## src/rtl/button_pkg.sv

```systemverilog
// Shared types and helpers for the button press generator.
package button_pkg;

    typedef enum logic [1:0] {
        IDLE  = 2'd0,
        PRESS = 2'd1,
        GAP   = 2'd2
    } state_t;

    function automatic int max_int(input int a, input int b);
        return (a > b) ? a : b;
    endfunction

    // Wide enough to hold the larger of HOLD_CYCLES-1 and GAP_CYCLES-1.
    function automatic int timer_width(input int hold, input int gap);
        return $clog2(max_int(hold, gap)) + 1;
    endfunction

endpackage

```

## src/rtl/cycle_timer.sv

```systemverilog
// Loadable down-counter; zero flags the last cycle of a timed interval.
module cycle_timer #(
    parameter int W = 3
) (
    input  logic         Clock,
    input  logic         Reset,
    input  logic         load,
    input  logic [W-1:0] load_val,
    input  logic         dec,
    output logic         zero
);

    logic [W-1:0] count;

    // NOTE: sequential state uses non-blocking assignments so every register
    // samples pre-edge values regardless of process ordering.
    always_ff @(posedge Clock) begin
        if (Reset) begin
            count <= '0;
        end else if (load) begin
            count <= load_val;
        end else if (dec && (count != '0)) begin
            count <= count - 1'b1;
        end
    end

    assign zero = (count == '0);

endmodule

```

## src/rtl/button_press_gen.sv

```systemverilog
// Turns one-cycle request pulses into clean press waveforms (HOLD high, GAP low),
// queueing requests that arrive while a press is in progress.
module button_press_gen
    import button_pkg::*;
#(
    parameter int HOLD_CYCLES = 4,
    parameter int GAP_CYCLES  = 2,
    parameter int PEND_W      = 3
) (
    input  logic              Clock,
    input  logic              Reset,
    input  logic              req,
    output logic              pressed,
    output logic              busy,
    output logic [PEND_W-1:0] pending,
    output logic              dropped
);

    localparam int              TW        = timer_width(HOLD_CYCLES, GAP_CYCLES);
    localparam logic [TW-1:0]     HOLD_LOAD = TW'(HOLD_CYCLES - 1);
    localparam logic [TW-1:0]     GAP_LOAD  = TW'(GAP_CYCLES - 1);
    localparam logic [PEND_W-1:0] PEND_MAX  = '1;

    state_t        state, state_nx;
    logic          accept;
    logic          tmr_load;
    logic          tmr_dec;
    logic [TW-1:0] tmr_val;
    logic          tmr_zero;
    logic          pend_any;

    assign pend_any = (pending != '0);

    cycle_timer #(.W(TW)) u_timer (
        .Clock    (Clock),
        .Reset    (Reset),
        .load     (tmr_load),
        .load_val (tmr_val),
        .dec      (tmr_dec),
        .zero     (tmr_zero)
    );

    // NOTE: every output of this block gets a default first, so no path can
    // leave a signal unassigned and infer a latch.
    always_comb begin
        state_nx = state;
        accept   = 1'b0;
        tmr_load = 1'b0;
        tmr_dec  = 1'b0;
        tmr_val  = HOLD_LOAD;
        unique case (state)
            IDLE: begin
                if (pend_any) begin
                    state_nx = PRESS;
                    accept   = 1'b1;
                    tmr_load = 1'b1;
                end
            end
            PRESS: begin
                if (!tmr_zero) begin
                    tmr_dec = 1'b1;
                end else begin
                    state_nx = GAP;
                    tmr_load = 1'b1;
                    tmr_val  = GAP_LOAD;
                end
            end
            GAP: begin
                if (!tmr_zero) begin
                    tmr_dec = 1'b1;
                end else if (pend_any) begin
                    state_nx = PRESS;
                    accept   = 1'b1;
                    tmr_load = 1'b1;
                end else begin
                    state_nx = IDLE;
                end
            end
            default: state_nx = IDLE;
        endcase
    end

    always_ff @(posedge Clock) begin
        if (Reset) begin
            state   <= IDLE;
            pressed <= 1'b0;
            busy    <= 1'b0;
            pending <= '0;
            dropped <= 1'b0;
        end else begin
            state   <= state_nx;
            pressed <= (state_nx == PRESS);
            busy    <= (state_nx != IDLE);
            dropped <= req && !accept && (pending == PEND_MAX);
            // Saturating queue: accept only fires with pending > 0, so no underflow.
            if (req && !accept) begin
                if (pending != PEND_MAX) pending <= pending + 1'b1;
            end else if (!req && accept) begin
                pending <= pending - 1'b1;
            end
        end
    end

endmodule

```

## config.mk

```make
export PLATFORM = sky130hd
export DESIGN_NAME = button_press_gen
export DESIGN_NICKNAME = d
export VERILOG_FILES = /design/src/rtl/button_pkg.sv /design/src/rtl/cycle_timer.sv /design/src/rtl/button_press_gen.sv
export SDC_FILE = /design/constraint.sdc
export NUM_CORES = 1
export LEC_CHECK = 0
export BUFFER_PORTS_ARGS = -buffer_cell sky130_fd_sc_hd__buf_2
export CAP_MARGIN = 5
export CORE_AREA = 3 3 40 42
export CTS_BUF_LIST = sky130_fd_sc_hd__clkbuf_2
export CTS_CLUSTER_SIZE = 24
export DETAILED_ROUTE_END_ITERATION = 16
export DIE_AREA = 0 0 43 45
export HOLD_SLACK_MARGIN = 0.05
export PLACE_DENSITY = 0.64
export SLEW_MARGIN = 20
export SYNTH_ARGS = -nofsm -noshare
export SYNTH_HDL_FRONTEND = slang
export SYNTH_SLANG_ARGS = --single-unit
export TNS_END_PERCENT = 100
```

## constraint.sdc

```tcl
create_clock -name Clock -period 6.9 [get_ports Clock]
set_input_delay 0.69 -clock Clock [delete_from_list [all_inputs] [get_ports Clock]]
set_output_delay 0.69 -clock Clock [all_outputs]
set_load 0.01 [all_outputs]
```

Word-level counts from Yosys, hierarchy flattened
Cells that the tools add are included.
{"block": "totals", "regBits": 11, "in_bits": 3, "wordCells": 49}
{"block": "classes", "n_addsub": 3, "eq_ne": 6, "mux": 19, "n_reduce_logical": 15}
{"cell": "3-bit two-way mux", "count": 5}
{"cell": "2-bit two-way mux", "count": 5}
{"cell": "1-bit two-way mux", "count": 6}
{"cell": "2-bit one-hot mux with 3 select lines", "count": 1}
{"cell": "2-bit nonzero test", "count": 3}
{"cell": "3-bit nonzero test", "count": 2}
{"cell": "3-bit by 1-bit subtractor with 3-bit output, second input constant", "count": 2}
{"cell": "2-bit by 1-bit == test with 1-bit output, second input constant", "count": 2}
{"cell": "1-bit logical AND", "count": 4}
{"cell": "3-bit by 1-bit adder with 3-bit output, second input constant", "count": 1}
{"cell": "3-bit == test, second input constant", "count": 1}
{"cell": "3-bit logical NOT", "count": 1}
{"cell": "3-bit inequality test, second input constant", "count": 1}
{"cell": "1-bit one-hot mux with 3 select lines", "count": 1}
{"cell": "2-bit == test, second input constant", "count": 1}
{"cell": "1-bit logical NOT", "count": 2}
{"cell": "2-bit logical NOT", "count": 1}
{"cell": "2-bit by 1-bit inequality test with 1-bit output, second input constant", "count": 1}
{"cell": "1-bit one-hot mux with 2 select lines", "count": 1}
{"cell": "2-bit AND reduction", "count": 1}
{"cell": "2-bit OR reduction", "count": 1}

Depth between registers and ports, before layout
{"block": "logic_depth", "ltp_word": 8, "depth_mapped": 11}

Hierarchy
From an unflattened synthesis, not the netlist that was laid out.
{"block": "hier_totals", "cells_unflattened": 72, "hier_area_um2": 651.9}
{"module": "button_press_gen", "instances": 1, "cells_each": 51, "area_each_um2": 469.2, "seq_area_each_um2": 160.2}
{"module": "cycle_timer", "instances": 1, "cells_each": 21, "area_each_um2": 182.7, "seq_area_each_um2": 60.1}

Least setup slack after synthesis
No wires, ideal clock.
{"block": "synth_timing", "path_type": "register to register", "start": "register u_timer.count[0]", "end": "register pending[2]", "arrival_ps": 2162, "required_time_ps": 6779, "slack_ps": 4617, "stages_incl_launch_ff": 12, "n_path_buf": 1, "path_cell_list": "dfxtp_1 -> inv_1 -> ha_1 -> ha_1 -> a21oi_1 -> or2_1 -> buf_6 -> nand2_1 -> fa_1 -> and3_1 -> mux2i_1 -> mux2_2"}
{"block": "synth_via", "elab_chain_cells": 7}
{"item": "start, declared", "line": "cycle_timer.sv:13", "rtl": "logic [W-1:0] count;"}
{"item": "start signal, assigned", "line": "cycle_timer.sv:21", "rtl": "count <= load_val;"}
{"item": "start signal, assigned", "line": "cycle_timer.sv:23", "rtl": "count <= count - 1'b1;"}
{"item": "3-bit logical NOT (*)", "line": "cycle_timer.sv:27", "rtl": "assign zero = (count == '0);"}
{"item": "1-bit two-way mux (*)", "line": "button_press_gen.sv:69", "rtl": "if (!tmr_zero) begin"}
{"item": "1-bit one-hot mux with 2 select lines (*)", "line": "button_press_gen.sv:51", "rtl": "unique case (state)"}
{"item": "1-bit logical NOT", "line": "button_press_gen.sv:96", "rtl": "if (req && !accept) begin"}
{"item": "1-bit logical AND", "line": "button_press_gen.sv:96"}
{"item": "2-bit by 1-bit inequality test with 1-bit output (no source line) / 2-bit nonzero test (equally long branches)"}
{"item": "2-bit AND reduction (no source line)"}
{"item": "end signal, assigned", "line": "button_press_gen.sv:97", "rtl": "if (pending != PEND_MAX) pending <= pending + 1'b1;"}
{"item": "end signal, assigned", "line": "button_press_gen.sv:99", "rtl": "pending <= pending - 1'b1;"}
{"item": "end, declared", "line": "button_press_gen.sv:15", "rtl": "output logic [PEND_W-1:0] pending,"}
Mark *: on every way between the ends. The rest lies on a longest branch, timed or not.
A chain may end at the register's enable or synchronous reset.

Worst setup path in the final report
Same ends and word-level chain as after synthesis.

==> reports/metrics.cfg <==
[cells_and_area]
final_util = 0.533
drive_above_1_share = 0.221
antenna_cells = 0
finalNonFillerCells = 92
fin_nets = 88
syn2layout_area_growth_pct = 10.3

[global_routing]
grt_pass1_wl_um = 1620
antenna_found_initial = 0
grtUsageTotal = 0.112
grt-ovfl-total = 0
grt_pass1_vias = 397
grt_max_degree = 11

[synth]
yosysTopAreaCellShare = 0.355
synth_area_leader_cell = dfxtp_1
yosys_register_bits = 11
avgSynthCellArea_um2 = 9.26
synth_fp_nets = 77
synthArstFlopShare = 0
netlist_area_um2 = 621
synth_edf_count = 0
yosys_warnings = 0
yosys-top-cells-area = dfxtp_1 35%, ha_1 12%, mux2_4 4.8%
ys_types = 27
syn_inst = 67
synth_most_common_cell = dfxtp_1
yosysSeqAreaShare = 0.355
ys.flop_type = dfxtp_1
synth_commonest_cells = 11 x dfxtp_1, 7 x nor2_1, 6 x ha_1

[min_path]
worstHoldStart = u_timer.count[2]
min_path_type = register to register

[status]
status = finished clean

[floorplanning]
die_w_um = 43
initial_core_util = 0.483
core_area_um2 = 1280
die_h_um = 45
dieArea_um2 = 1940
pin_count = 9
num_rows = 13

[timing]
setup_viol = 0
rsz0062_at_grt = no
setup_ws_ps = 4380
post-route-period-util = 0.365
layout_min_cycle_time_ps = 2520
hold_viol = 0
fin_tns_setup_ps = 0
tightestPinTransition_ps = 337
clock.fmax_mhz = 397
report.final.slew_viol_count = 0
slew_headroom = 0.775
skew_ps = 13.4

[power_and_ir_drop]
ir_drop_v = 0.000253
power_density_nw_per_um2 = 470
leakage_uw = 0.000327

[worst_setup_path]
r2r-end = pending[2]
crit_path_start_kind = register
startpoint = u_timer.count[0]
path_common_cell = ha_1
crit_path_cell_trace = inv_1 > ha_1 > ha_1 > a21oi_1 > or2_1 > nand2_1 > fa_1 > and3_1 > mux2i_1 > mux2_2
r2r_cells = 10
r2r-start = u_timer.count[0]
critPathRequiredTime_ps = 7050
reg2reg_slack_ps = 4380
path_class = register to register
endpoint = pending[2]
max_stage_delay_ps = 390
crit_path_end_kind = register
critPathArrivalTime_ps = 2670
cp_max_fo = 7
critPathSlowestCell = fa_1

[clock_tree]
htree_levels = 1
clk_pin_slew_ps = 120
tritoncts = done
clock_latency_ps = 260
post_cts_buffers = 0
cts_resized = 0
cts_root_buf = clkbuf_2
cts_made_buffers = 3
clock-sinks = 11
clock_path_buffers = 2
cts_hold_repair.buffers = 0

[route]
drt_iter0_markers = 9
vias = 453
postRouteAntennaNets = 0
drt_wl_total_um = 942
viasPerCell = 4.92
drc = 0
avgRoutedWirePerCell_um = 10.2
drtPass1Iterations = 2

[placed_design]
place_ws_ps = 4420
dp.cells = 88
io_buffers = 8
place.gp.congestion = 0.752
place_hpwl_um = 723

[flow_run]
drv_cap = 0

-- through the flow --
stage | total power, uW | area [um2] | hold WS, ps
6_report | 321 | 684 | 508
5_1_grt | 354 | 684 | 540
4_1_cts | 324 | 684 | 509
3_5_place_dp | 286 | 664 | 493
3_3_place_gp | 283 | 664 | 493
2_1_floorplan | 260 | 621 | 476
-- placed cells by master (no fill, tap or decap), types with 2 or more instances in the layout --
cell and instances:
nand2_1 4, dfxtp_1 11, o21ba_2 2, mux2_4 2, nand2b_1 2, nor3_1 2
nor2_1 7, o21ai_0 2, nor2b_1 4, ha_1 6, buf_2 8, a21oi_1 4
clkbuf_2 4, mux2i_1 2, inv_1 5
-- critical path: cells and delay by family (launching register included) --
family | cells | cell delay (ps)
mux | 2 | 480
buf+inv | 1 | 50
simple gates | 3 | 590
fa+ha+maj | 3 | 800
compound gates | 1 | 160
flops | 1 | 350
-- state kept, by name, indices dropped and copies added (netlist names) --
signal	cells
pressed	1
dropped	1
pending	3
busy	1
state	2
u_timer.count	3
-- metal layers --
| metal | track usage | vias to the layer above | routed length, um |
|---|---|---|---|
| met5 | 0 | - | 0 |
| met1 | 0.152 | 202 | 487 |
| met2 | 0.162 | 8 | 411 |
| li1 | - | 241 | - |
| met3 | 0.0359 | 2 | 35 |
| met4 | 0.0542 | 0 | 8 |
-- logic make-up (layout without fill, tap and decap cells) --
family,after synthesis,after routing,share of synthesized area
AO/OA/AOI/OAI,13,13,0.143
adder cells (fa/ha/maj),7,7,0.153
multiplexers,5,5,0.0988
AND/OR/NAND/NOR,23,23,0.181
buffers and inverters,7,17,0.0544
flip-flops,11,11,0.355
XOR/XNOR,1,1,0.0141
-- layout make-up --
cell class | count | area, um2
multi-input combinational | 49 | 367
tap | 15 | 18.8
fill | 127 | 601
clock buffer | 4 | 20.0
inverter | 5 | 18.8
timing repair buffer | 8 | 40.0
sequential | 11 | 220
-- power by group --
| group | switching (uW) | leakage [uW] | internal [uW] |
|---|---|---|---|
| clock network | 21.5 | 0.0000166 | 15.4 |
| registers | 19.0 | 0.0000908 | 88.0 |
| logic | 89.0 | 0.000220 | 88.6 |
-- worst min-delay path by stage --
stage / end / slack [ps] / cells past startpoint
finish: u_timer.count[2] / 510 / 2
global route: u_timer.count[2] / 540 / 2
CTS: u_timer.count[2] / 510 / 2
detailed placement: u_timer.count[2] / 490 / 2
global placement: u_timer.count[2] / 490 / 2
floorplan: u_timer.count[2] / 480 / 2
No activity file was read; power rests on OpenSTA's default activity.
